==> config.mk <==
export PLATFORM = sky130hd
export DESIGN_NAME = dac_sample_feeder
export DESIGN_NICKNAME = d
export VERILOG_FILES = /design/src/rtl/dac_feed_pkg.sv /design/src/rtl/dac_wave_shaper.sv /design/src/rtl/dac_sample_feeder.sv
export SDC_FILE = /design/constraint.sdc
export NUM_CORES = 1
export LEC_CHECK = 0
export CORE_MARGIN = 5
export CORE_UTILIZATION = 44
export CTS_CLUSTER_DIAMETER = 120
export CTS_CLUSTER_SIZE = 30
export DETAILED_ROUTE_END_ITERATION = 10
export GPL_TIMING_DRIVEN = 0
export HOLD_SLACK_MARGIN = 0.02
export PLACE_DENSITY = 0.58
export SYNTH_ARGS = -nofsm -noshare
export SYNTH_HDL_FRONTEND = slang
export SYNTH_SLANG_ARGS = --single-unit
export TNS_END_PERCENT = 50
==> constraint.sdc <==
create_clock -name clk -period 9.2 [get_ports clk]
set_input_delay 1.84 -clock clk [delete_from_list [all_inputs] [get_ports clk]]
set_output_delay 1.84 -clock clk [all_outputs]
set_load 0.005 [all_outputs]
==> src/rtl/dac_feed_pkg.sv <==
// -----------------------------------------------------------------------------
// dac_feed_pkg
// Shared widths, waveform codes and FSM state type for dac_sample_feeder.
//   DAC_W  : width of one DAC word
//   AMP_W  : width of the amplitude control (gain = (amp+1)/256)
//   wave_e : waveform select codes (saw, square, triangle, midscale DC)
//   state_e: generator FSM states
//   to_twos: offset-binary to two's-complement conversion
// -----------------------------------------------------------------------------
package dac_feed_pkg;

    localparam int unsigned DAC_W = 16;
    localparam int unsigned AMP_W = 8;

    typedef enum logic [1:0] {
        WAVE_SAW = 2'b00,
        WAVE_SQR = 2'b01,
        WAVE_TRI = 2'b10,
        WAVE_DC  = 2'b11
    } wave_e;

    typedef enum logic {
        ST_IDLE = 1'b0,
        ST_RUN  = 1'b1
    } state_e;

    // Flipping the MSB maps offset-binary midscale (8000) onto two's-complement zero.
    function automatic logic [DAC_W-1:0] to_twos(input logic [DAC_W-1:0] x);
        return {~x[DAC_W-1], x[DAC_W-2:0]};
    endfunction

endpackage

==> src/rtl/dac_wave_shaper.sv <==
// -----------------------------------------------------------------------------
// dac_wave_shaper
// Combinational waveform shaping and amplitude scaling for one sample.
// Ports:
//   i_phase_top : top 16 bits of the phase accumulator
//   i_wave      : waveform select
//   i_amp       : amplitude, gain = (amp+1)/256 (amp=FF is identity)
//   o_scaled    : scaled unsigned 16-bit sample (offset-binary)
// -----------------------------------------------------------------------------
module dac_wave_shaper
    import dac_feed_pkg::*;
(
    input  logic [DAC_W-1:0] i_phase_top,
    input  wave_e            i_wave,
    input  logic [AMP_W-1:0] i_amp,
    output logic [DAC_W-1:0] o_scaled
);

    logic [DAC_W-2:0]     w_tri;
    logic [DAC_W-1:0]     w_raw;
    logic [AMP_W:0]       w_gain;
    logic [DAC_W+AMP_W:0] w_product;
    logic                 w_unused_ovf;
    logic [AMP_W-1:0]     w_unused_frac;

    always_comb begin
        // Triangle ramps on the bits below the MSB; the MSB selects rise or fall.
        w_tri = i_phase_top[DAC_W-2:0];
        w_raw = 16'h8000;
        case (i_wave)
            WAVE_SAW: w_raw = i_phase_top;
            WAVE_SQR: w_raw = i_phase_top[DAC_W-1] ? 16'hFFFF : 16'h0000;
            WAVE_TRI: w_raw = i_phase_top[DAC_W-1] ? {~w_tri, 1'b0} : {w_tri, 1'b0};
            WAVE_DC:  w_raw = 16'h8000;
            default:  w_raw = 16'h8000;
        endcase
    end

    assign w_gain    = {1'b0, i_amp} + 9'd1;
    assign w_product = {{(AMP_W+1){1'b0}}, w_raw} * {{DAC_W{1'b0}}, w_gain};

    // Truncating divide by 256; bit 24 can never be set since raw*256 < 2^24.
    assign {w_unused_ovf, o_scaled, w_unused_frac} = w_product;

endmodule

==> src/rtl/dac_sample_feeder.sv <==
// -----------------------------------------------------------------------------
// dac_sample_feeder
// NCO waveform generator feeding dac_interface.load: one 16-bit sample per DAC
// frame, updated only at frame boundaries, with a shadowed valid/ready config.
// Build option: define DAC_FEED_TWOS_COMP_EN to emit two's-complement samples
// (IDLE_CODE is always emitted unconverted).
// Ports:
//   clk, reset     : clock, synchronous active-high reset
//   enable         : run generator; low returns to IDLE
//   cfg_valid/ready: config handshake (ready = no config pending)
//   cfg_wave       : 00 saw, 01 square, 10 triangle, 11 midscale DC
//   cfg_freq       : phase increment per sample
//   cfg_amp        : amplitude, gain = (amp+1)/256
//   load_word      : registered sample to dac_interface.load
//   sample_strobe  : one-cycle pulse in the cycle load_word updates
// -----------------------------------------------------------------------------
module dac_sample_feeder
    import dac_feed_pkg::*;
#(
    parameter int unsigned PHASE_W      = 24,
    parameter int unsigned FRAME_CYCLES = 18,
    parameter logic [15:0] IDLE_CODE    = 16'h0000
) (
    input  logic               clk,
    input  logic               reset,
    input  logic               enable,
    input  logic               cfg_valid,
    output logic               cfg_ready,
    input  logic [1:0]         cfg_wave,
    input  logic [PHASE_W-1:0] cfg_freq,
    input  logic [7:0]         cfg_amp,
    output logic [15:0]        load_word,
    output logic               sample_strobe
);

    localparam int unsigned CNT_W = (FRAME_CYCLES > 1) ? $clog2(FRAME_CYCLES) : 1;
    localparam logic [CNT_W-1:0] LAST_CNT = CNT_W'(FRAME_CYCLES - 1);

    state_e             r_state;
    state_e             w_state_nxt;
    logic [CNT_W-1:0]   r_frame_cnt;
    logic [CNT_W-1:0]   w_frame_nxt;
    logic [PHASE_W-1:0] r_phase;
    logic [PHASE_W-1:0] w_phase_nxt;
    logic [DAC_W-1:0]   r_load;
    logic [DAC_W-1:0]   w_load_nxt;
    logic               r_strobe;
    logic               w_strobe_nxt;

    wave_e              r_act_wave;
    logic [PHASE_W-1:0] r_act_freq;
    logic [AMP_W-1:0]   r_act_amp;
    wave_e              r_sh_wave;
    logic [PHASE_W-1:0] r_sh_freq;
    logic [AMP_W-1:0]   r_sh_amp;
    logic               r_cfg_pending;

    logic               w_boundary;
    logic               w_accept;
    logic               w_apply;
    logic [DAC_W-1:0]   w_scaled;
    logic [DAC_W-1:0]   w_converted;

    assign cfg_ready     = !r_cfg_pending;
    assign load_word     = r_load;
    assign sample_strobe = r_strobe;

    assign w_boundary = (r_frame_cnt == LAST_CNT);
    assign w_accept   = cfg_valid && !r_cfg_pending;

    dac_wave_shaper u_shaper (
        .i_phase_top (r_phase[PHASE_W-1 -: DAC_W]),
        .i_wave      (r_act_wave),
        .i_amp       (r_act_amp),
        .o_scaled    (w_scaled)
    );

`ifdef DAC_FEED_TWOS_COMP_EN
    assign w_converted = to_twos(w_scaled);
`else
    assign w_converted = w_scaled;
`endif

    always_ff @(posedge clk) begin
        if (reset) begin
            r_state <= ST_IDLE;
        end else begin
            r_state <= w_state_nxt;
        end
    end

    // Next-state and datapath next values. The boundary sample and phase step
    // use the active config as it stood before this edge; the shadow copy
    // (w_apply) lands in the same edge and is first seen at the next strobe.
    always_comb begin
        w_state_nxt  = r_state;
        w_frame_nxt  = r_frame_cnt;
        w_phase_nxt  = r_phase;
        w_load_nxt   = r_load;
        w_strobe_nxt = 1'b0;
        w_apply      = 1'b0;
        case (r_state)
            ST_IDLE: begin
                w_frame_nxt = '0;
                w_phase_nxt = '0;
                w_load_nxt  = IDLE_CODE;
                w_apply     = r_cfg_pending;
                if (enable) begin
                    w_state_nxt = ST_RUN;
                end
            end
            ST_RUN: begin
                if (!enable) begin
                    // Partial frame is dropped without a strobe.
                    w_state_nxt = ST_IDLE;
                    w_frame_nxt = '0;
                    w_phase_nxt = '0;
                    w_load_nxt  = IDLE_CODE;
                end else if (w_boundary) begin
                    w_frame_nxt  = '0;
                    w_load_nxt   = w_converted;
                    w_phase_nxt  = r_phase + r_act_freq;
                    w_strobe_nxt = 1'b1;
                    w_apply      = r_cfg_pending;
                end else begin
                    w_frame_nxt = r_frame_cnt + 1'b1;
                end
            end
            default: begin
                w_state_nxt = ST_IDLE;
            end
        endcase
    end

    always_ff @(posedge clk) begin
        if (reset) begin
            r_frame_cnt <= '0;
            r_phase     <= '0;
            r_load      <= IDLE_CODE;
            r_strobe    <= 1'b0;
        end else begin
            r_frame_cnt <= w_frame_nxt;
            r_phase     <= w_phase_nxt;
            r_load      <= w_load_nxt;
            r_strobe    <= w_strobe_nxt;
        end
    end

    // Accept and apply are mutually exclusive: accept needs pending=0,
    // apply needs pending=1, so an offer on a boundary edge waits a frame.
    always_ff @(posedge clk) begin
        if (reset) begin
            r_act_wave    <= WAVE_SAW;
            r_act_freq    <= '0;
            r_act_amp     <= '1;
            r_sh_wave     <= WAVE_SAW;
            r_sh_freq     <= '0;
            r_sh_amp      <= '0;
            r_cfg_pending <= 1'b0;
        end else if (w_apply) begin
            r_act_wave    <= r_sh_wave;
            r_act_freq    <= r_sh_freq;
            r_act_amp     <= r_sh_amp;
            r_cfg_pending <= 1'b0;
        end else if (w_accept) begin
            r_sh_wave     <= wave_e'(cfg_wave);
            r_sh_freq     <= cfg_freq;
            r_sh_amp      <= cfg_amp;
            r_cfg_pending <= 1'b1;
        end
    end

endmodule

# After elaboration in Yosys (flattened, before gate mapping)
# Cells that the tools add are included.
totals:
  inputBits: 38
  elab_cells: 48
  rom_bits: 0
  latch_bits: 0
  ram_bits: 0
  ff_bits: 116
  memories: 0
classes:
  addsub: 3
  multipliers: 1
  n_div: 0
  n_bitwise: 4
  n_shift: 0
  mux: 17
  n_reduce_logical: 6
  order_cmp: 0
  eq_ne: 5
op_table:
  columns: ["cell", "n"]
  rows:
  - ["$mux 16", 4]
  - ["$pmux 16 s4", 1]
  - ["$mux 24", 2]
  - ["$pmux 24 s2", 1]
  - ["$pmux 16 s2", 1]
  - ["$add 24x24->24", 1]
  - ["$mul 16x9->24", 1]
  - ["$not 15->15", 1]
  - ["$mux 5", 2]
  - ["$pmux 5 s2", 1]
  - ["$add 8x1->9 const B", 1]
  - ["$add 5x1->5 const B", 1]
  - ["$eq 5x5->1 const B", 1]
  - ["$eq 2x2->1 const B", 2]
  - ["$mux 1", 4]
  - ["$ne 3x2->1 const B", 1]
  - ["$not 1->1", 3]
  - ["$reduce_or 3->1", 1]
  - ["$eq 2x1->1 const B", 1]
  - ["$logic_not 2->1", 1]
  - ["$pmux 1 s2", 1]
  - ["$reduce_and 2->1", 1]
  - ["$reduce_or 2->1", 1]
  - ["$logic_and 1x1->1", 1]
  - ["$logic_not 1->1", 1]

# Logic depth before layout (Yosys ltp)
depth:
  ltp_word: 7
  depth_mapped: 23
  depth_no_buf: 22

# Hierarchy
# From an unflattened synthesis, not the netlist that was laid out.
hier_totals:
  hier_cells: 1289
  area_unflattened_um2: 10214.8
by_module_without_submodules:
  columns: ["mod", "instances", "area_each_um2", "seq_area_each_um2", "cells_per_inst"]
  rows:
  - ["dac_sample_feeder", 1, 5216.3, 2322.2, 662]
  - ["dac_wave_shaper", 1, 4998.5, 0.0, 627]

# Worst setup path before layout
# No wires, ideal clock.
synth_path:
  path_type: "register -> register"
  start: "register r_phase[23]"
  end: "register r_load[14], in the netlist load_word[14]"
  t_required_ns: 9.121
  path_stages_with_launch: 22
  setup_time_ns: 0.079
  arrival_time_ns: 5.453
  slack_ns: 3.668
  period_less_slack_ns: 5.532
  path_cell_list: "dfxtp_1 > buf_2 > buf_2 > xnor2_1 > a211oi_1 > nor2_1 > or2_2 > fa_1 > fa_1 > inv_1 > fa_1 > inv_1 > fa_1 > inv_1 > ha_1 > o211ai_1 > nor4_4 > o2111ai_2 > nand3_2 > a31oi_1 > or4b_1 > o211ai_1"
synth_between:
  elab_chain_cells: 6
  elab_cells_between_ends: 7
synth_lines:
  columns: ["element", "line", "text"]
  rows:
  - ["start, declared", "dac_sample_feeder.sv:43", "logic [PHASE_W-1:0] r_phase;"]
  - ["start signal, assigned", "dac_sample_feeder.sv:143", "r_phase <= w_phase_nxt;"]
  - ["$mux 16, on equally long branches", "dac_wave_shaper.sv:32, dac_wave_shaper.sv:33", null]
  - ["$pmux 16 s4 (*)", "dac_wave_shaper.sv:30", "case (i_wave)"]
  - ["$mul 16x9->24 (*)", "dac_wave_shaper.sv:40", "assign w_product = {{(AMP_W+1){1'b0}}, w_raw} * {{DAC_W{1'b0}}, w_gain};"]
  - ["$mux 16 (*)", "dac_sample_feeder.sv:119", "end else if (w_boundary) begin"]
  - ["$mux 16 (*)", "dac_sample_feeder.sv:113", "if (!enable) begin"]
  - ["$pmux 16 s2 (*)", "dac_sample_feeder.sv:102", "case (r_state)"]
  - ["end signal, assigned", "dac_sample_feeder.sv:144", "r_load <= w_load_nxt;"]
  - ["end, declared", "dac_sample_feeder.sv:45", "logic [DAC_W-1:0] r_load;"]
# Every way passes the cells marked *; elsewhere a longest branch is shown, timed or not. The select of a mux whose other input is x is not followed.
# A chain may end at the register's enable or synchronous reset.

# Final worst setup path
layout_path:
  start: "register r_act_amp[2]"
  end: "register r_load[14], in the netlist load_word[14]"
layout_between:
  elab_chain_cells: 5
layout_lines:
  columns: ["element", "line", "text"]
  rows:
  - ["start, declared", "dac_sample_feeder.sv:52", "logic [AMP_W-1:0] r_act_amp;"]
  - ["start signal, assigned", "dac_sample_feeder.sv:163", "r_act_amp <= r_sh_amp;"]
  - ["$add 8x1->9", "dac_wave_shaper.sv:39", "assign w_gain = {1'b0, i_amp} + 9'd1;"]
  - ["$mul 16x9->24", "dac_wave_shaper.sv:40", null]
  - ["$mux 16", "dac_sample_feeder.sv:119", null]
  - ["$mux 16", "dac_sample_feeder.sv:113", null]
  - ["$pmux 16 s2", "dac_sample_feeder.sv:102", null]
# No other way between the ends. The select of a mux whose other input is x is not followed.

==> flow_summary.toml <==
[outcome]
outcome = "complete, no violations"

[setup_path]
cp.depth = 22
cp_slowest_cell = "xnor2_1"
slowest_delay_ns = 0.66
r2r_slack_ns = 2.63
crit_chain = "clkbuf_1 -> nand3_1 -> nor2_1 -> and3_1 -> xnor2_1 -> clkbuf_1 -> nor2_1 -> fa_1 -> fa_1 -> fa_1 -> inv_1 -> fa_1 -> inv_1 -> ha_1 -> a21o_1 -> a21oi_1 -> o21bai_1 -> a21oi_1 -> nand3_2 -> a31oi_1 -> or4b_1 -> o211ai_1"
criticalPathCategory = "register to register"
cp-end-kind = "register"
cp-startpoint = "r_act_amp[2]"
reg2reg_from = "r_act_amp[2]"
cp.required_ns = 9.46
critPathLaunchType = "register"
crit_family = "adder cells"
r2r-end = "load_word[14]"
crit_top_cell = "fa_1"
critPathBufInv = 4
arrival_ns = 6.83
crit_end = "load_word[14]"
crit_fanout = 10
r2r_cells = 22

[synthesis]
ys_ff_latch = 116
async_flop_share = 0
synth_edf_count = 0
syn-num-nets = 1401
ys.flop_type = "dfxtp_1"
synth_area_per_cell_um2 = 8.09
netlist_area_um2 = 9710
seq_area_frac_synth = 0.239
yosys_warnings = 0
synthCells = 1200
synth.distinct_cells = 65

[cts]
clock_sinks = 116
cts_resized = 0
hold_buffers = 0
clkLatencyLatePin_ns = 0.41
path_clk_slew_ns = 0.06
cts-root-buf = "clkbuf_16"
cts_made_buffers = 17
post_cts_buffers = 0
htreeDepth = 4
cts_tree = "built"
cts_buffer_depth = 2

[route]
drt_iter0_markers = 438
firstDrtPassIters = 5
vias = 8010
drc = 0
wire_per_inst_um = 15.6
wirelength_um = 24400
vias_per_cell = 5.11
antenna_left = 0

[sta]
min_period_ns = 6.57
final-hold-violation-count = 0
finClkSkew_ns = 0.0142
timing_max_transition_violations_final = 0
fin_ws_ns = 2.63
rsz0062_at_grt = "no"
relSlewSlack = 0.439
report.final.setup_viol = 0
setup-tns-final_ns = 0
finalCritPeriodShare = 0.715
max_freq_mhz = 152
worstMarginPinSlew_ns = 0.836

[floorplan]
num_rows = 54
initial_core_util = 0.446
die_w_um = 159
pin_count = 56
core_um2 = 21800
die_area_um2 = 25100
die_h_um = 159

[power_and_ir_drop]
power_leakage_uw = 0.00502
ir_worst_vdd_v = 0.000105
power.density_nw_per_um2 = 124

[layout]
final_cell_mix = "214 x nand2_1, 135 x nor2_1, 125 x inv_1"
final_util = 0.514
diodes = 0
final_layout_size_suffix_gt1_frac = 0.0544
mostFrequentLayoutCell = "nand2_1"
syn2layout_area_growth_pct = 15.2
nets = 1474

[global_routing]
grt_pass1_vias = 7977
grt_overflow_total = 0
antenna_found_initial = 0
grt_first_pass_wirelength_um = 40600
grt_max_degree = 17
track_usage = 0.203

[placement]
gp_congestion = 0.917
io_buffer_count = 54
post-dp-hpwl_um = 19500
pre_cts_slack_ns = 2.56

[flow_run]
cap_violations = 0

[min_path]
min_path_cells = 2
hold_class = "register to register"
-- sequential cells by signal, summed over array words and instances, names as in the netlist --
signal         cells
r_frame_cnt        5
r_act_amp          8
r_act_freq        24
r_sh_wave          2
r_sh_amp           8
sample_strobe      1
r_sh_freq         24
load_word         16
r_act_wave         2
r_phase           24
r_cfg_pending      1
r_state            1
-- cell families after synthesis --
group | Yosys count | synth area share
and+or+nand+nor | 445 | 0.202
AOI/OAI and AO/OA | 234 | 0.147
buffers and inverters | 181 | 0.0710
adders and majority gates | 163 | 0.286
DFF | 116 | 0.239
xor gates and xnor gates | 57 | 0.0514
muxes | 4 | 0.00412
-- routing by layer --
metal / GRT usage / vias to the layer above / share of wire
met4: 0.0475 / 0 / 0.0080
met5: 0 / - / 0
met1: 0.281 / 3840 / 0.48
met3: 0.0209 / 10 / 0.028
li1: - / 4047 / -
met2: 0.343 / 113 / 0.49
-- worst min path at each step --
stage,endpoint,startpoint
detailed placement,r_act_freq[19],r_sh_freq[19]
floorplan,r_act_freq[0],r_sh_freq[0]
CTS,r_act_freq[19],r_sh_freq[19]
global placement,r_act_freq[19],r_sh_freq[19]
global route,load_word[8],load_word[8]
finish,r_act_freq[19],r_sh_freq[19]
-- worst min-delay path: stages (launching register included) --
cell	delay (ns)
dfxtp_1	0.31
nand2_1	0.05
a21oi_1	0.05
-- cells in the mapped netlist, drive strengths merged, types with 3 or more instances --
master,count,area share
nand2,214,0.083
nor2,135,0.052
inv,125,0.048
dfxtp,116,0.24
a21oi,104,0.054
fa,98,0.20
ha,65,0.084
o21ai,49,0.025
clkbuf,45,0.017
xnor2,40,0.036
a211oi,22,0.018
or2,22,0.014
xor2,17,0.015
a21o,14,0.011
nand3,14,0.0077
nand3b,12,0.0093
buf,11,0.0053
a31oi,9,0.0064
nand2b,9,0.0058
and3,6,0.0039
nor2b,6,0.0039
nor3,6,0.0031
o211ai,6,0.0046
o21a,6,0.0046
or3,5,0.0037
mux2i,4,0.0041
nand4b,3,0.0027
nor3b,3,0.0028
o21bai,3,0.0023
or4b,3,0.0031
-- through the flow --
stage / hold slack, ns / total power, uW / cells / area (um2)
final: 0.451 / 1380 / 1566 / 11200
after detailed placement: 0.442 / 747 / 1534 / 10600
after global placement: 0.441 / 747 / 1534 / 10600
after CTS: 0.453 / 1400 / 1566 / 11200
after global routing: 0.468 / 1450 / 1566 / 11200
after floorplan: 0.432 / 668 / 1200 / 9710
-- area by class of cell --
cell class / instances / area [um2]
Inverter: 125 / 469
Buffer: 56 / 220
Multi-Input combinational cell: 903 / 6700
Clock inverter: 14 / 143
Fill cell: 2193 / 10600
Timing Repair Buffer: 54 / 541
Tap cell: 280 / 350
Clock buffer: 18 / 439
Sequential cell: 116 / 2320
-- where the power goes --
group / total (uW) / switching (uW) / internal (uW)
clock network: 647 / 260 / 387
logic: 207 / 139 / 68.2
registers: 528 / 10.4 / 518
(Power assumes the default switching activity.)
